--- config.mk ---
export PLATFORM = sky130hd
export DESIGN_NAME = cpu_ctrl_seq
export DESIGN_NICKNAME = d
export VERILOG_FILES = /design/src/rtl/cpu_ctrl_seq.sv
export SDC_FILE = /design/constraint.sdc
export NUM_CORES = 1
export LEC_CHECK = 0
export ABC_AREA = 0
export CAP_MARGIN = 15
export CORE_MARGIN = 4
export CORE_UTILIZATION = 41
export DETAILED_ROUTE_END_ITERATION = 12
export PLACE_DENSITY = 0.82
export RECOVER_POWER = 25
export SLEW_MARGIN = 15
export SYNTH_ARGS = -nofsm -noshare
export SYNTH_HDL_FRONTEND = slang
export SYNTH_SLANG_ARGS = --single-unit
--- constraint.sdc ---
create_clock -name clk -period 1.96 [get_ports clk]
set_input_delay 0.392 -clock clk [delete_from_list [all_inputs] [get_ports clk]]
set_output_delay 0.392 -clock clk [all_outputs]
set_load 0.02 [all_outputs]
--- src/rtl/cpu_ctrl_seq.sv ---
// -----------------------------------------------------------------------------
// cpu_ctrl_seq -- instruction sequencer for the 8-bit CPU.
//
// Runs an 8-phase fetch/execute Moore FSM. Every phase advances on each clock
// edge, except the memory fetch phases, which wait for mem_ready. A watchdog
// ends a stall that lasts too long by entering HALTED with fault set. HLT
// also enters HALTED. Only rst leaves HALTED.
//
// Optional feature macro: CPU_CTRL_SINGLE_STEP_EN
//   When it is defined, the module has an extra input, step. The FSM then
//   holds in INST_ADDR until step=1 is sampled, so one instruction runs per
//   step pulse.
//
// Parameters:
//   STALL_LIMIT  stall cycles tolerated in one fetch phase (0 = no watchdog)
//   CNT_W        stall counter width, 2**CNT_W must exceed STALL_LIMIT
//
// Ports:
//   clk        in   system clock, rising edge
//   rst        in   asynchronous active-high reset, also masks all strobes
//   step       in   single-step advance (only with CPU_CTRL_SINGLE_STEP_EN)
//   opcode     in   IR[7:5], sampled when leaving INST_LOAD
//   zero       in   ALU zero flag, used by SKZ in phases 6 and 7
//   mem_ready  in   memory read data valid this cycle
//   alu_op     out  latched opcode sent to the ALU
//   sel        out  address mux select: 1 = PC, 0 = IR operand
//   rd         out  memory read enable
//   ld_ir      out  load instruction register
//   inc_pc     out  increment program counter
//   ld_pc      out  load program counter (jump)
//   ld_ac      out  load accumulator
//   wr         out  memory write
//   data_e     out  accumulator drives the data bus
//   halt       out  CPU halted (sticky until rst)
//   fault      out  stall watchdog expired (sticky until rst, implies halt)
//   phase      out  current phase number, 7 while halted
// -----------------------------------------------------------------------------
module cpu_ctrl_seq #(
   parameter int STALL_LIMIT = 15,
   parameter int CNT_W       = 4
) (
`ifdef CPU_CTRL_SINGLE_STEP_EN
   input  logic       step,
`endif
   input  logic       clk,
   input  logic       rst,
   input  logic [2:0] opcode,
   input  logic       zero,
   input  logic       mem_ready,
   output logic [2:0] alu_op,
   output logic       sel,
   output logic       rd,
   output logic       ld_ir,
   output logic       inc_pc,
   output logic       ld_pc,
   output logic       ld_ac,
   output logic       wr,
   output logic       data_e,
   output logic       halt,
   output logic       fault,
   output logic [2:0] phase
);

   // Opcode encodings
   localparam logic [2:0] OP_HLT = 3'b000;
   localparam logic [2:0] OP_SKZ = 3'b001;
   localparam logic [2:0] OP_ADD = 3'b010;
   localparam logic [2:0] OP_AND = 3'b011;
   localparam logic [2:0] OP_XOR = 3'b100;
   localparam logic [2:0] OP_LDA = 3'b101;
   localparam logic [2:0] OP_STO = 3'b110;
   localparam logic [2:0] OP_JMP = 3'b111;

   localparam logic [CNT_W-1:0] STALL_LIMIT_C = CNT_W'(STALL_LIMIT);
   localparam bit               WATCHDOG_EN   = (STALL_LIMIT != 0);

   // The low three bits of the phase states are the phase number.
   typedef enum logic [3:0] {
      INST_ADDR  = 4'd0,
      INST_FETCH = 4'd1,
      INST_LOAD  = 4'd2,
      IDLE       = 4'd3,
      OP_ADDR    = 4'd4,
      OP_FETCH   = 4'd5,
      ALU_OP     = 4'd6,
      STORE      = 4'd7,
      HALTED     = 4'd8
   } state_t;

   state_t           state_reg, state_next;
   logic [2:0]       alu_op_reg, alu_op_next;
   logic [CNT_W-1:0] stall_cnt_reg, stall_cnt_next;
   logic             fault_reg, fault_next;

   logic is_aluop;   // latched opcode reads memory and updates AC
   logic is_skz, is_jmp, is_sto, is_hlt;
   logic mem_wait;   // current phase waits for mem_ready
   logic go;         // INST_ADDR may advance

   assign is_aluop = (alu_op_reg == OP_ADD) || (alu_op_reg == OP_AND) ||
                     (alu_op_reg == OP_XOR) || (alu_op_reg == OP_LDA);
   assign is_skz   = (alu_op_reg == OP_SKZ);
   assign is_jmp   = (alu_op_reg == OP_JMP);
   assign is_sto   = (alu_op_reg == OP_STO);
   assign is_hlt   = (alu_op_reg == OP_HLT);

   assign mem_wait = (state_reg == INST_FETCH) ||
                     ((state_reg == OP_FETCH) && is_aluop);

`ifdef CPU_CTRL_SINGLE_STEP_EN
   assign go = step;
`else
   assign go = 1'b1;
`endif

   // ---------------------------------------------------------------------
   // State register
   // ---------------------------------------------------------------------
   always_ff @(posedge clk or posedge rst) begin
      if (rst) begin
         state_reg     <= INST_ADDR;
         alu_op_reg    <= OP_HLT;
         stall_cnt_reg <= '0;
         fault_reg     <= 1'b0;
      end else begin
         state_reg     <= state_next;
         alu_op_reg    <= alu_op_next;
         stall_cnt_reg <= stall_cnt_next;
         fault_reg     <= fault_next;
      end
   end

   // ---------------------------------------------------------------------
   // Next-state logic
   // ---------------------------------------------------------------------
   always_comb begin
      state_next     = state_reg;
      alu_op_next    = alu_op_reg;
      stall_cnt_next = stall_cnt_reg;
      fault_next     = fault_reg;

      case (state_reg)
         INST_ADDR:  if (go) state_next = INST_FETCH;
         INST_FETCH: state_next = INST_LOAD;
         INST_LOAD: begin
            state_next  = IDLE;
            alu_op_next = opcode;
         end
         IDLE:       state_next = OP_ADDR;
         OP_ADDR:    state_next = is_hlt ? HALTED : OP_FETCH;
         OP_FETCH:   state_next = ALU_OP;
         ALU_OP:     state_next = STORE;
         STORE:      state_next = INST_ADDR;
         default:    state_next = HALTED;
      endcase

      // Memory stall overrides the advance. mem_ready=1 wins even when the
      // counter has reached the limit.
      if (mem_wait && !mem_ready) begin
         state_next = state_reg;
         if (WATCHDOG_EN && (stall_cnt_reg == STALL_LIMIT_C)) begin
            state_next = HALTED;
            fault_next = 1'b1;
         end else if (stall_cnt_reg != {CNT_W{1'b1}}) begin
            // Saturates, so it cannot wrap when the watchdog is off.
            stall_cnt_next = stall_cnt_reg + 1'b1;
         end
      end

      if (state_next != state_reg) stall_cnt_next = '0;
   end

   // ---------------------------------------------------------------------
   // Moore strobe decode
   // ---------------------------------------------------------------------
   logic sel_d, rd_d, ld_ir_d, inc_pc_d, ld_pc_d, ld_ac_d, wr_d, data_e_d;

   always_comb begin
      sel_d    = 1'b0;
      rd_d     = 1'b0;
      ld_ir_d  = 1'b0;
      inc_pc_d = 1'b0;
      ld_pc_d  = 1'b0;
      ld_ac_d  = 1'b0;
      wr_d     = 1'b0;
      data_e_d = 1'b0;

      case (state_reg)
         INST_ADDR:  sel_d = 1'b1;
         INST_FETCH: begin
            sel_d = 1'b1;
            rd_d  = 1'b1;
         end
         INST_LOAD, IDLE: begin
            sel_d   = 1'b1;
            rd_d    = 1'b1;
            ld_ir_d = 1'b1;
         end
         OP_ADDR:    inc_pc_d = 1'b1;
         OP_FETCH:   rd_d = is_aluop;
         ALU_OP: begin
            rd_d     = is_aluop;
            inc_pc_d = is_skz && zero;
            ld_pc_d  = is_jmp;
            data_e_d = is_sto;
         end
         STORE: begin
            rd_d     = is_aluop;
            ld_ac_d  = is_aluop;
            inc_pc_d = is_skz && zero;
            ld_pc_d  = is_jmp;
            wr_d     = is_sto;
            data_e_d = is_sto;
         end
         default: ;   // HALTED: everything quiet
      endcase
   end

   // The strobes are masked by rst without a register in between. An
   // asserted reset therefore drops wr at once, and sel stays low until
   // reset is released.
   assign sel    = sel_d    & ~rst;
   assign rd     = rd_d     & ~rst;
   assign ld_ir  = ld_ir_d  & ~rst;
   assign inc_pc = inc_pc_d & ~rst;
   assign ld_pc  = ld_pc_d  & ~rst;
   assign ld_ac  = ld_ac_d  & ~rst;
   assign wr     = wr_d     & ~rst;
   assign data_e = data_e_d & ~rst;

   assign alu_op = alu_op_reg;
   assign halt   = (state_reg == HALTED);
   assign fault  = fault_reg;
   assign phase  = (state_reg == HALTED) ? 3'd7 : state_reg[2:0];

endmodule

==> flow_summary_export.csv <==
group,metric,value,unit
status,status,"finished, violations left",
final_layout,antennaDiodeCount,0,
final_layout,drive_gt1_share,52.4,%
sta,rsz0062_at_grt,"true",
grt,grt.total_usage,20.8,%
yosys,ys_seq_area_share,38.3,%
final_layout,final_common_cell,"buf_4",
sta,setup_tns,-775,ps
clocking,htreeDepth,1,
placement,place_ws,-524,ps
yosys,syn_area,785,um^2
drt,viasPerCell,5.30,
floorplanning,fp.dieArea,2680,um^2
clocking,hold_buffers,0,
clocking,insertion_delay,280,ps
flow_run,cap_violations,0,
drt,vias,901,
worst_setup_path,cp-end-kind,"output pin",
placement,port_buffers,22,
drt,ant_nets,0,
clocking,cts_root_buf,"clkbuf_4",
sta,finalSetupViolCount,8,
sta,period_minus_slack,2230,ps
worst_setup_path,critPathRequiredTime,1570,ps
clocking,cts_tree,"done",
sta,min_period_over_period,114,%
yosys,ys_seq_elements,12,
clocking,cts_made_buffers,3,
placement,dp_hpwl,1880,um
floorplanning,die_x,51.7,um
yosys,yosysWarningCount,0,
yosys,synthCells,85,
drt,drtPass1Iterations,4,
worst_setup_path,crit_fanout,3,
worst_setup_path,worstSetupPathType,"register to output pin",
power,max-vdd-ir-drop,0.00128,V
final_layout,fin_nets,154,
final_layout,final_cell_mix,"buf_4, dfrtp_1, clkdlybuf4s50_1",
clocking,cts_buffer_depth,2,
sta,slew_violations,0,
power,leakage,0.660,nW
drt,wl_per_cell,14.9,um
drt,route.detailed.drc,0,
worst_setup_path,path_cells,"or4b_4 > o21ai_4 > nor3b_2 > or2_4 > buf_6",
worst_setup_path,cp.arrival,1840,ps
placement,gp_congestion,0.835,
floorplanning,fp.dieH,51.7,um
floorplanning,core-area,1760,um^2
floorplanning,rows,15,
grt,grt_pass1_wl,4110,um
yosys,syn_area_per_cell,9.23,um^2
sta,max_slew.worst_pin.slew,492,ps
yosys,syn_nets,93,
drt,drtIter0Drc,5,
placement,placedCellCount,160,
worst_hold_path,hold_path.class,"register to register",
grt,overflow,0,
final_layout,final_cells,170,
worst_setup_path,critPathLaunchType,"register",
sta,relSlewSlack,66.3,%
clocking,path_clk_slew,70,ps
sta,final_hold_viol_count,0,
clocking,clkSinkCount,12,
worst_setup_path,max_stage_delay,550,ps
yosys,ys_types,40,
final_layout,final_util,79.1,%
power,p_per_area,1550,nW/um^2
grt,grt_start_max_net_pins,13,
floorplanning,io_pins,23,
sta,fin_ws,-273,ps
floorplanning,start_util,44.5,%
grt,antenna_found_initial,0,
drt,wirelength,2530,um
worst_setup_path,worst_path_max_delay_cell,"or4b_4",
sta,fin_skew,9.10,ps
sta,max_freq,0.448,GHz
final_layout,area_growth,77.8,%
status,violations,"setup timing",
grt,first_global_vias,894,
power,power,2.17,mW
-- per-layer routing --
layer / global-route usage [%] / vias to the layer above / wire length [um]
li1: - / 442 / -
met1: 25.5 / 428 / 1120
met2: 34.3 / 20 / 1270
met3: 4.30 / 11 / 55
met4: 10.5 / 0 / 80
met5: 0 / - / 0
-- where the power goes --
part	total, mW	switching (mW)	internal [mW]	leakage, nW
clock network	0.199	0.0865	0.113	0.0210
registers	0.404	0.0758	0.328	0.153
logic	1.57	0.775	0.791	0.486
-- kinds of logic (layout without fill, tap and decap cells) --
| family | count (synthesis) | after routing | share of synthesized area, % |
|---|---|---|---|
| AND/OR/NAND/NOR | 33 | 33 | 24.2 |
| AO/OA/AOI/OAI | 26 | 26 | 24.9 |
| buffers and inverters | 9 | 69 | 5.74 |
| flip-flops | 12 | 12 | 38.3 |
| XOR/XNOR | 1 | 1 | 1.12 |
| adder cells (fa/ha/maj) | 1 | 1 | 1.59 |
| multiplexers | 3 | 3 | 4.15 |
-- cell usage after synthesis --
| master | number | share of area [%] |
|---|---|---|
| a31oi_1 | 1 | 0.80 |
| a211oi_4 | 1 | 2.6 |
| or3_1 | 1 | 0.80 |
| or4b_4 | 1 | 1.8 |
| ha_1 | 1 | 1.6 |
| buf_4 | 1 | 0.96 |
| o21ai_0 | 1 | 0.64 |
| mux2_1 | 2 | 2.9 |
| nor3_1 | 4 | 2.6 |
| a22oi_1 | 1 | 0.96 |
| nor4b_1 | 1 | 1.1 |
| a21o_1 | 3 | 2.9 |
| and3_1 | 1 | 0.80 |
| inv_1 | 3 | 1.4 |
| a41oi_1 | 2 | 2.2 |
| nor4_1 | 2 | 1.6 |
| and4b_1 | 1 | 1.3 |
| a21oi_1 | 6 | 3.8 |
| dfrtp_1 | 12 | 38 |
| nand4_1 | 1 | 0.80 |
| nand2_1 | 4 | 1.9 |
| xnor2_1 | 1 | 1.1 |
| a31o_1 | 1 | 1.1 |
| nand3_1 | 3 | 1.9 |
| nor2_1 | 7 | 3.3 |
| o21ai_1 | 3 | 1.9 |
| or2_0 | 1 | 0.80 |
| and2_1 | 1 | 0.80 |
| a211oi_1 | 1 | 0.96 |
| o21bai_1 | 2 | 1.9 |
| clkbuf_1 | 4 | 1.9 |
| nand2b_1 | 1 | 0.80 |
| o21a_1 | 1 | 0.96 |
| a311oi_2 | 1 | 1.9 |
| a2111oi_0 | 2 | 2.2 |
| nor3b_1 | 2 | 1.9 |
| or4b_1 | 1 | 1.3 |
| buf_6 | 1 | 1.4 |
| or2_1 | 1 | 0.80 |
| mux2i_1 | 1 | 1.3 |
-- stage by stage --
stage	hold slack (ps)	cell area (um^2)
after global routing	492	1400
after global placement	445	1310
after CTS	470	1330
final	467	1400
after floorplan	257	841
after detailed placement	447	1310
-- worst paths after layout --
kind | startpoint | endpoint | slack (ps) | depth (start not counted)
max | alu_op[1] | phase[1] | -270 | 5
min | fault | fault | 470 | 1
max reg2reg | state_reg[3] | stall_cnt_reg[3] | 10 | 5
min reg2reg | fault | fault | 470 | 1
max in group asynchronous | rst | alu_op[1] | 980 | 2
min in group asynchronous | rst | state_reg[3] | 610 | 2
-- what timing repair did --
action	CTS	global route
pin swaps	3	7
endpoints found under the setup margin	17	12
setup buffers	1	6
resized for setup	57	10
-- worst max-delay path: cells and delay by family, from the launching register on --
| family | cells | cell delay, ps |
|---|---|---|
| AND/OR/NAND/NOR | 3 | 850 |
| buffers and inverters | 1 | 130 |
| flip-flops | 1 | 430 |
| AO/OA/AOI/OAI | 1 | 160 |
-- cell type report --
type,instances,area (um^2)
flip-flops and latches,12,304
inverters,3,11.3
fillers,126,369
well taps,25,31.3
repair buffers,62,490
multi-input cells,64,522
clock buffers,4,36.3
Note: power is estimated with default switching activity, not from simulation.
